### config.mk
export PLATFORM = sky130hd
export DESIGN_NAME = ws2812_rx_flat
export DESIGN_NICKNAME = d
export VERILOG_FILES = /design/src/rtl/ws2812_pkg.sv /design/src/rtl/ws2812_rx_if.sv /design/src/rtl/ws2812_pulse_meter.sv /design/src/rtl/ws2812_rx.sv /design/src/flat_wrapper.sv
export SDC_FILE = /design/constraint.sdc
export NUM_CORES = 1
export LEC_CHECK = 0
export CAP_MARGIN = 20
export CORE_ASPECT_RATIO = 0.6
export CORE_MARGIN = 1.5
export CORE_UTILIZATION = 34
export CTS_CLUSTER_SIZE = 28
export DETAILED_ROUTE_END_ITERATION = 6
export DONT_BUFFER_PORTS = 1
export PLACE_DENSITY = 0.52
export SYNTH_ARGS = -nofsm -noshare
export SYNTH_HDL_FRONTEND = slang
export SYNTH_SLANG_ARGS = --single-unit
### constraint.sdc
create_clock -name clk -period 2.4 [get_ports clk]
set_input_delay 0 -clock clk [delete_from_list [all_inputs] [get_ports clk]]
set_output_delay 0 -clock clk [all_outputs]
set_load 0.05 [all_outputs]
### src/rtl/ws2812_pkg.sv
// Shared WS2812 timing and bit-order definitions, used by both transmitter and receiver
// so that the two sides derive identical thresholds from the same clock frequency.
package ws2812_pkg;

    localparam int BITS_PER_PIXEL = 24;

    // Enum value is the byte's position on the wire (first byte sent = 0); bits go MSB first.
    typedef enum logic [1:0] {COL_G = 2'd0, COL_R = 2'd1, COL_B = 2'd2} color_e;

    typedef enum logic [1:0] {SYNC, IDLE, HIGH, LOW} rx_state_e;

    function automatic int t_thresh(input int sys_clk);
        return int'(longint'(sys_clk) * 6 / 10000000);
    endfunction

    function automatic int t_min(input int sys_clk);
        return int'(longint'(sys_clk) * 15 / 100000000);
    endfunction

    function automatic int t_max(input int sys_clk);
        return int'(longint'(sys_clk) * 15 / 10000000);
    endfunction

    function automatic int t_reset(input int sys_clk);
        return sys_clk / 20000;
    endfunction

    function automatic logic [7:0] grb_byte(input logic [23:0] px, input color_e c);
        case (c)
            COL_G:   return px[23:16];
            COL_R:   return px[15:8];
            default: return px[7:0];
        endcase
    endfunction

endpackage

### src/rtl/ws2812_rx_if.sv
// Pixel/frame output bundle of the WS2812 receiver.
interface ws2812_rx_if #(
    parameter int ADDR_BITS = 3
);
    logic [ADDR_BITS-1:0] address;
    logic [7:0]           red;
    logic [7:0]           green;
    logic [7:0]           blue;
    logic                 pixel_valid;
    logic                 frame_done;
    logic [ADDR_BITS:0]   pixel_count;
    logic                 error;

    modport master (
        output address, red, green, blue, pixel_valid, frame_done, pixel_count, error
    );

    modport slave (
        input address, red, green, blue, pixel_valid, frame_done, pixel_count, error
    );
endinterface

### src/rtl/ws2812_pulse_meter.sv
// Synchronises the serial input, flags its edges and measures how long the current
// level has been held, saturating at the latch-gap length.
module ws2812_pulse_meter #(
    parameter int DUR_W   = 12,
    parameter int T_RESET = 2400
) (
    input  logic             clk,
    input  logic             reset,
    input  logic             di_i,
    output logic             rise_o,
    output logic             fall_o,
    output logic             level_o,
    output logic [DUR_W-1:0] dur_o
);
    localparam logic [DUR_W-1:0] SAT = DUR_W'(T_RESET);

    logic             sync1_q, sync2_q, prev_q;
    logic [DUR_W-1:0] dur_q;

    always_ff @(posedge clk) begin
        if (!reset) begin
            sync1_q <= 1'b0;
            sync2_q <= 1'b0;
            prev_q  <= 1'b0;
            dur_q   <= '0;
        end else begin
            sync1_q <= di_i;
            sync2_q <= sync1_q;
            prev_q  <= sync2_q;
            // Restart at 1 so that in the edge cycle dur_o equals the width just ended.
            if (sync2_q != prev_q) dur_q <= DUR_W'(1);
            else if (dur_q != SAT) dur_q <= dur_q + 1'b1;
        end
    end

    assign rise_o  = sync2_q & ~prev_q;
    assign fall_o  = ~sync2_q & prev_q;
    assign level_o = sync2_q;
    assign dur_o   = dur_q;
endmodule

### src/rtl/ws2812_rx.sv
// WS2812 receiver: classifies high pulses into bits, assembles GRB pixels and
// reports pixels, latch gaps and protocol violations as single-cycle strobes.
module ws2812_rx
    import ws2812_pkg::*;
#(
    parameter int NUM_LEDS     = 8,
    parameter int ADDR_BITS    = 3,
    parameter int SYSTEM_CLOCK = 48000000
) (
    input  logic     clk,
    input  logic     reset,
    input  logic     DI,
    ws2812_rx_if.master px
);
    localparam int T_RESET = t_reset(SYSTEM_CLOCK);
    localparam int DUR_W   = $clog2(T_RESET + 1);

    localparam logic [DUR_W-1:0]   THR_C  = DUR_W'(t_thresh(SYSTEM_CLOCK));
    localparam logic [DUR_W-1:0]   MIN_C  = DUR_W'(t_min(SYSTEM_CLOCK));
    localparam logic [DUR_W-1:0]   MAX_C  = DUR_W'(t_max(SYSTEM_CLOCK));
    localparam logic [DUR_W-1:0]   RST_C  = DUR_W'(T_RESET);
    localparam logic [ADDR_BITS:0] NUM_C  = (ADDR_BITS + 1)'(NUM_LEDS);
    localparam logic [4:0]         LAST_C = 5'(BITS_PER_PIXEL - 1);

    logic             rise, fall, level;
    logic [DUR_W-1:0] dur;

    ws2812_pulse_meter #(.DUR_W(DUR_W), .T_RESET(T_RESET)) u_meter (
        .clk    (clk),
        .reset  (reset),
        .di_i   (DI),
        .rise_o (rise),
        .fall_o (fall),
        .level_o(level),
        .dur_o  (dur)
    );

    rx_state_e            state_q;
    logic [23:0]          sr_q;
    logic [4:0]           bit_cnt_q;
    logic [ADDR_BITS:0]   idx_q;
    logic                 pend_q;
    logic [ADDR_BITS-1:0] addr_q;
    logic [7:0]           red_q, grn_q, blu_q;
    logic                 pv_q, fd_q, err_q;
    logic [ADDR_BITS:0]   pc_q;

    always_ff @(posedge clk) begin
        if (!reset) begin
            state_q   <= SYNC;
            sr_q      <= '0;
            bit_cnt_q <= '0;
            idx_q     <= '0;
            pend_q    <= 1'b0;
            addr_q    <= '0;
            red_q     <= '0;
            grn_q     <= '0;
            blu_q     <= '0;
            pv_q      <= 1'b0;
            fd_q      <= 1'b0;
            err_q     <= 1'b0;
            pc_q      <= '0;
        end else begin
            pv_q   <= 1'b0;
            fd_q   <= 1'b0;
            err_q  <= 1'b0;
            pend_q <= 1'b0;

            // Index saturates at NUM_LEDS, so it doubles as the clipped pixel count.
            if (pend_q && idx_q < NUM_C) begin
                addr_q <= idx_q[ADDR_BITS-1:0];
                red_q  <= grb_byte(sr_q, COL_R);
                grn_q  <= grb_byte(sr_q, COL_G);
                blu_q  <= grb_byte(sr_q, COL_B);
                pv_q   <= 1'b1;
                idx_q  <= idx_q + 1'b1;
            end

            case (state_q)
                SYNC: if (!level && dur >= RST_C) state_q <= IDLE;
                IDLE: begin
                    bit_cnt_q <= '0;
                    idx_q     <= '0;
                    addr_q    <= '0;
                    if (rise) state_q <= HIGH;
                end
                HIGH: begin
                    if (dur > MAX_C || (fall && dur < MIN_C)) begin
                        err_q     <= 1'b1;
                        bit_cnt_q <= '0;
                        state_q   <= SYNC;
                    end else if (fall) begin
                        sr_q    <= {sr_q[22:0], dur > THR_C};
                        state_q <= LOW;
                        if (bit_cnt_q == LAST_C) begin
                            bit_cnt_q <= '0;
                            pend_q    <= 1'b1;
                        end else begin
                            bit_cnt_q <= bit_cnt_q + 1'b1;
                        end
                    end
                end
                LOW: begin
                    if (rise) begin
                        state_q <= HIGH;
                    end else if (dur >= RST_C) begin
                        fd_q      <= 1'b1;
                        err_q     <= bit_cnt_q != '0;
                        pc_q      <= idx_q;
                        idx_q     <= '0;
                        bit_cnt_q <= '0;
                        addr_q    <= '0;
                        state_q   <= IDLE;
                    end
                end
                default: state_q <= SYNC;
            endcase
        end
    end

    assign px.address     = addr_q;
    assign px.red         = red_q;
    assign px.green       = grn_q;
    assign px.blue        = blu_q;
    assign px.pixel_valid = pv_q;
    assign px.frame_done  = fd_q;
    assign px.pixel_count = pc_q;
    assign px.error       = err_q;
endmodule
### src/flat_wrapper.sv
// flat-port wrapper written by rule: the top's interface ports become plain ports
module ws2812_rx_flat import ws2812_pkg::*;
#(
    parameter int NUM_LEDS     = 8,
    parameter int ADDR_BITS    = 3,
    parameter int SYSTEM_CLOCK = 48000000
)
  (clk, reset, DI, px_address, px_red, px_green, px_blue, px_pixel_valid, px_frame_done, px_pixel_count, px_error);
  ws2812_rx_if #(.ADDR_BITS(ADDR_BITS)) px_i ();
  input  logic clk;
  input  logic reset;
  input  logic DI;
  output wire logic [$bits(px_i.address)-1:0] px_address;
  output wire logic [$bits(px_i.red)-1:0] px_red;
  output wire logic [$bits(px_i.green)-1:0] px_green;
  output wire logic [$bits(px_i.blue)-1:0] px_blue;
  output wire logic [$bits(px_i.pixel_valid)-1:0] px_pixel_valid;
  output wire logic [$bits(px_i.frame_done)-1:0] px_frame_done;
  output wire logic [$bits(px_i.pixel_count)-1:0] px_pixel_count;
  output wire logic [$bits(px_i.error)-1:0] px_error;
  assign px_address = px_i.address;
  assign px_red = px_i.red;
  assign px_green = px_i.green;
  assign px_blue = px_i.blue;
  assign px_pixel_valid = px_i.pixel_valid;
  assign px_frame_done = px_i.frame_done;
  assign px_pixel_count = px_i.pixel_count;
  assign px_error = px_i.error;
  ws2812_rx #(.NUM_LEDS(NUM_LEDS), .ADDR_BITS(ADDR_BITS), .SYSTEM_CLOCK(SYSTEM_CLOCK)) u_core (.clk(clk), .reset(reset), .DI(DI), .px(px_i));
endmodule
Word-level counts from Yosys, hierarchy flattened

Cells that the tools add are included.

Bits in registers: 85
Input bits: 3
Word-level logic and storage cells: 94

$add $sub $neg: 3
$lt $le $gt $ge: 5
Equal/unequal tests: 12
Mux-type cells: 30
Bitwise operators: 10
Reductions and logical operators: 16

Operator list:

| cell                  | count |
|---|---|
| $mux 5                | 5 |
| $pmux 5 s3            | 1 |
| $add 12x1->12 const B | 1 |
| $ge 12x12->1 const B  | 1 |
| $gt 12x5->1 const B   | 1 |
| $gt 12x7->1 const B   | 1 |
| $lt 12x3->1 const B   | 1 |
| $mux 2                | 6 |
| $mux 4                | 3 |
| $ne 12x12->1 const B  | 1 |
| $mux 3                | 3 |
| $mux 1                | 8 |
| $not 1->1             | 8 |
| $pmux 2 s4            | 1 |
| $pmux 4 s2            | 1 |
| $reduce_and 4->1      | 2 |
| $ne 2x1->1 const B    | 3 |
| $ne 3x1->1 const B    | 2 |
| $pmux 3 s2            | 1 |
| $reduce_and 3->1      | 2 |
| $add 5x1->5 const B   | 1 |
| $eq 5x5->1 const B    | 1 |
| $reduce_bool 5->1     | 1 |
| $add 4x1->4 const B   | 1 |
| other kinds (16)      | 20 |

Longest topological paths before layout

Depth in word-level cells: 6
Depth in mapped cells: 8
Mapped depth without buffers: 7

By module

From an unflattened synthesis, not the netlist that was laid out.

Cell total of the unflattened synthesis: 422
Area total of the unflattened synthesis: 3739.8 µm²

Modules (own cells, without submodules):

| module             | times used | cells an instance | area an instance (µm²) | sequential area each (µm²) |
|---|---|---|---|---|
| ws2812_rx          | 1          | 338               | 3007.9                 | 1401.3 |
| ws2812_pulse_meter | 1          | 84                | 732.0                  | 300.3 |

Least setup slack after synthesis

No wires, ideal clock.

Kind: register to register
Start point: register u_core.u_meter.sync2_q (netlist: u_core.u_meter.level_o)
End point: register u_core.sr_q[10]
Setup time: 0.120 ns
Arrival: 1.768 ns
Data required time: 2.280 ns
Setup slack: 0.513 ns
Stages on the path, launching flop included: 9
Path buffers: 2
Path through: dfxtp_1 -> inv_1 -> ha_1 -> clkbuf_1 -> and3_1 -> nor4_4 -> nand2_4 -> buf_6 -> mux2i_1

Cells in the longest elaborated chain, start to end: 6

RTL lines:

| item                           | RTL line                 | RTL |
|---|---|---|
| start: declaration             | ws2812_pulse_meter.sv:17 | `logic sync1_q, sync2_q, prev_q;` |
| start signal: assignment       | ws2812_pulse_meter.sv:28 | `sync2_q <= sync1_q;` |
| $not 1->1 (*)                  | ws2812_pulse_meter.sv:37 | `assign fall_o = ~sync2_q & prev_q;` |
| $and 1x1->1 (*)                | ws2812_pulse_meter.sv:37 |  |
| $logic_and 1x1->1              | ws2812_rx.sv:88          | `if (dur > MAX_C \|\| (fall && dur < MIN_C)) begin` |
| $logic_or 1x1->1               | ws2812_rx.sv:88          |  |
| $not 1->1 (no line)            | --                       |  |
| $reduce_and 3->1 (no line) (*) | --                       |  |
| end signal: assignment         | ws2812_rx.sv:93          | `sr_q <= {sr_q[22:0], dur > THR_C};` |
| end: declaration               | ws2812_rx.sv:39          | `logic [23:0] sr_q;` |

Mark *: on every way between the ends. The rest lies on a longest branch, timed or not.
A chain may end at the register's enable or synchronous reset.

Final worst setup path

Start point: register u_core.u_meter.dur_q[0] (netlist: u_core.u_meter.dur_o[0])
End point: register u_core.pend_q

Cells in the longest elaborated chain, start to end: 4

RTL lines:

| item                          | RTL line                 | RTL |
|---|---|---|
| start: declaration            | ws2812_pulse_meter.sv:18 | `logic [DUR_W-1:0] dur_q;` |
| start signal: assignment      | ws2812_pulse_meter.sv:32 | `else if (dur_q != SAT) dur_q <= dur_q + 1'b1;` |
| $lt 12x3->1                   | ws2812_rx.sv:88          |  |
| $logic_and 1x1->1             | ws2812_rx.sv:88          |  |
| $logic_or 1x1->1 (*)          | ws2812_rx.sv:88          |  |
| $reduce_or 4->1 (no line) (*) | --                       |  |
| end signal: assignment        | ws2812_rx.sv:54          | `pend_q <= 1'b0;` |
| end signal: assignment        | ws2812_rx.sv:67          | `pend_q <= 1'b0;` |
| end signal: assignment        | ws2812_rx.sv:97          | `pend_q <= 1'b1;` |
| end: declaration              | ws2812_rx.sv:42          | `logic pend_q;` |

Marks and branches as above.

==> run_results.csv <==
group,metric,value,unit
power,power_density,799,mW/mm^2
timing,setup_viol,0,
detailed_routing,viasPerCell,4.85,
worst_setup_path,worstPathMaxFanout,26,
timing,hold_viol_final,0,
timing,fin_crit,2.01,ns
clock_network,clk_pin_slew_worst_paths,0.06,ns
worst_hold_path,min_to,"u_core.u_meter.dur_o[2]",
synth,synth_nets,395,
worst_setup_path,reg2reg_to,"u_core.pend_q",
clock_network,post_cts_resized,0,
synth,avgSynthCellArea,8.77,um^2
worst_setup_path,cp.required,2.66,ns
power,ir_drop,0.360,mV
power,p_total,3.10,mW
clock_network,cts-root-buf,"clkbuf_16",
detailed_routing,routed_wl,6.80,mm
detailed_routing,drc,0,
worst_hold_path,min_from,"reset",
power,p_int,2.48,mW
synth,synth.area.top_cells,"dfxtp_1 50%, nand2_1 11%, mux2i_1 8.9%",
worst_hold_path,hp-class,"input pin to flip-flop",
layout,fill_cells,950,
grt,antenna_found_initial,0,
synth,yosysWarnings,0,
worst_setup_path,slowest_stage,"nor4_4",
worst_setup_path,cpPeakStageDelay,0.37,ns
flow_run,cap_viol_max_count,0,
placement,hpwl,4.62,mm
synth,netlist_instances,385,
synth,synthArstFlopShare,0,%
grt,grt_util_all_layers,13.9,%
timing,fmax,0.498,GHz
timing,postLayoutSetupSlackWorst,0.392,ns
run_status,status,"finished, final reports clean",
power,clkPwrFrac,52.1,%
clock_network,cts_max_path_buffers,2,
placement,placed_area,0.00349,mm^2
worst_setup_path,crit_chain,"inv_1 > ha_1 > nor2b_1 > o21ai_1 > nor4_4 > nand2_4 > nor3_1",
timing,tns,0,ns
grt,grt_pass1_vias,2307,
clock_network,cts_num_sinks,85,
clock_network,clock_latency,0.34,ns
worst_setup_path,r2r_start,"u_core.u_meter.dur_o[0]",
worst_setup_path,start_kind,"flip-flop",
detailed_routing,drt_iter0_drc,141,
floorplanning,dieWidth,132,um
floorplanning,fp-row-count,27,
layout,final_core_util,41.1,%
floorplanning,start_util,35.8,%
placement,dp.cells,499,
layout,instances_no_fill,518,
timing,timing.hold.ws,0.0742,ns
placement,gp_congestion,0.811,
timing,rsz0062_at_grt,"no",
floorplanning,die_h,80.2,um
grt,grt_pass1_wl,11.4,mm
timing,final_max_slew_viol_count,0,
worst_setup_path,crit_path_end_kind,"flip-flop",
timing,worstMarginPinSlew,0.694,ns
floorplanning,core,0.00943,mm^2
synth,synth_cell_types,43,
power,power.switching,616,uW
synth,synth_top_area_share,50.4,%
timing,period_share,83.7,%
worst_setup_path,rr_worst_depth,7,
clock_network,htreeDepth,3,
layout,nets,393,
synth,netlist_area,0.00338,mm^2
detailed_routing,vias,2514,
grt,overflow,0,
power,power_frac_seq,45.9,%
detailed_routing,wl_per_cell,13.1,um
detailed_routing,firstDrtPassIters,4,
worst_setup_path,path_class,"flip-flop to flip-flop",
timing,max-slew-margin-rel,53.7,%
timing,clock_skew,0.00353,ns
floorplanning,ios,37,
clock_network,postCtsSetupRepairBufs,0,
clock_network,cts_hold_buf,3,
layout,final_area,0.00388,mm^2
synth,ys_seq_area_share,50.4,%
grt,grt_max_degree,36,
worst_hold_path,whs_path_depth,2,
synth,synth_seq_cells,85,
power,power_frac_comb,2.0,%
power,p_sw_share,19.9,%
synth,synth.largest_area_cell,"dfxtp_1",
worst_setup_path,rrSetupSlack,0.39,ns
layout,antenna_cells,0,
worst_setup_path,critical_path_arrival,2.26,ns
power,p_leak,1.50,nW
synth,ys.flop_type,"dfxtp_1",
clock_network,cts_tree,"done",
placement,port_buffers,0,
layout,syn2layout_area_growth,14.7,%
floorplanning,dieArea,0.0106,mm^2
layout,drive_gt1_share,6.96,%
synth,synth_edf_count,0,
detailed_routing,ant_nets,0,
clock_network,cts_buffers,9,
placement,post-place-ws,0.392,ns
how the worst max path moves through the flow:
stage	from	endpoint	slack [ns]	cells past startpoint
6_report	u_core.u_meter.dur_o[0]	u_core.pend_q	0.39	7
5_1_grt	u_core.u_meter.dur_o[0]	u_core.pend_q	0.14	7
4_1_cts	u_core.u_meter.dur_o[0]	u_core.pend_q	0.38	7
3_5_place_dp	u_core.u_meter.dur_o[0]	u_core.sr_q[18]	0.39	7
3_3_place_gp	u_core.u_meter.dur_o[1]	u_core.sr_q[0]	0.46	6
2_1_floorplan	u_core.u_meter.level_o	u_core.sr_q[10]	0.51	8
synth_stat cells (all sizes together) (4+ instances only):
library cell / instances
mux2i: 30
dfxtp: 85
nand3: 8
inv: 9
xnor2: 5
ha: 7
buf: 4
o21ai: 5
nand2b: 5
nor3: 6
nor2: 28
nand2: 98
nor4: 5
xor2: 7
nand4: 4
clkbuf: 18
a21oi: 33
cells by family after synthesis:
logic type,Yosys count,synth area share [%]
AOI/OAI and AO/OA,51,8.56
xor gates and xnor gates,12,3.11
adders and majority gates,7,2.59
buffers and inverters,31,3.96
DFF,85,50.4
muxes,30,8.89
and+or+nand+nor,169,22.5
placed cells by master, fill, tap and decap left out, types with 7 or more instances in the layout:
cell	n
inv_1	9
nand3_1	8
clkbuf_16	9
mux2i_1	30
ha_1	7
xor2_1	7
dfxtp_1	85
nand2_1	97
nor2_1	28
a21oi_1	33
power groups by stage:
stage          registers, mW  logic [mW]  clock network, mW
2_1_floorplan           1.45      0.0433                  0
3_3_place_gp            1.45      0.0455                  0
3_5_place_dp            1.45      0.0465                  0
4_1_cts                 1.42      0.0624               1.65
5_1_grt                 1.42      0.0692               1.72
6_report                1.42      0.0612               1.61
per-layer routing:
metal / GRT usage [%] / up-vias / routed length [um]
met3: 5.11 / 11 / 355
met2: 18.5 / 48 / 2610
met5: 0 / - / 0
met1: 19.6 / 1173 / 3730
met4: 6.00 / 0 / 99
li1: - / 1282 / -
flip-flops by register name (all words and copies together), names as in the netlist:
register,cells
u_core.px.address,3
u_core.px.blue,8
u_core.pend_q,1
u_core.u_meter.sync1_q,1
u_core.px.pixel_valid,1
u_core.px.error,1
u_core.px.red,8
u_core.u_meter.dur_o,12
u_core.state_q,2
u_core.idx_q,4
u_core.u_meter.level_o,1
u_core.px.green,8
u_core.px.pixel_count,4
u_core.px.frame_done,1
u_core.u_meter.prev_q,1
u_core.bit_cnt_q,5
u_core.sr_q,24
critical path, delay by kind of cell (launching register included):
kind            cells  cell delay, ns
fa+ha+maj           1            0.17
compound gates      1            0.18
simple gates        4            1.15
flops               1            0.33
buf+inv             1            0.09
layout make-up:
type                       count  area [um^2]  area share (%)
multi-input combinational    269         1550            39.9
tap                          130          163            4.20
sequential                    85         1700            43.9
clock buffer                  10          239            6.17
timing repair buffer           9         85.1            2.19
inverter                       9         33.8           0.872
clock inverter                 6          109            2.81
Power figures use the tool's default switching activity.
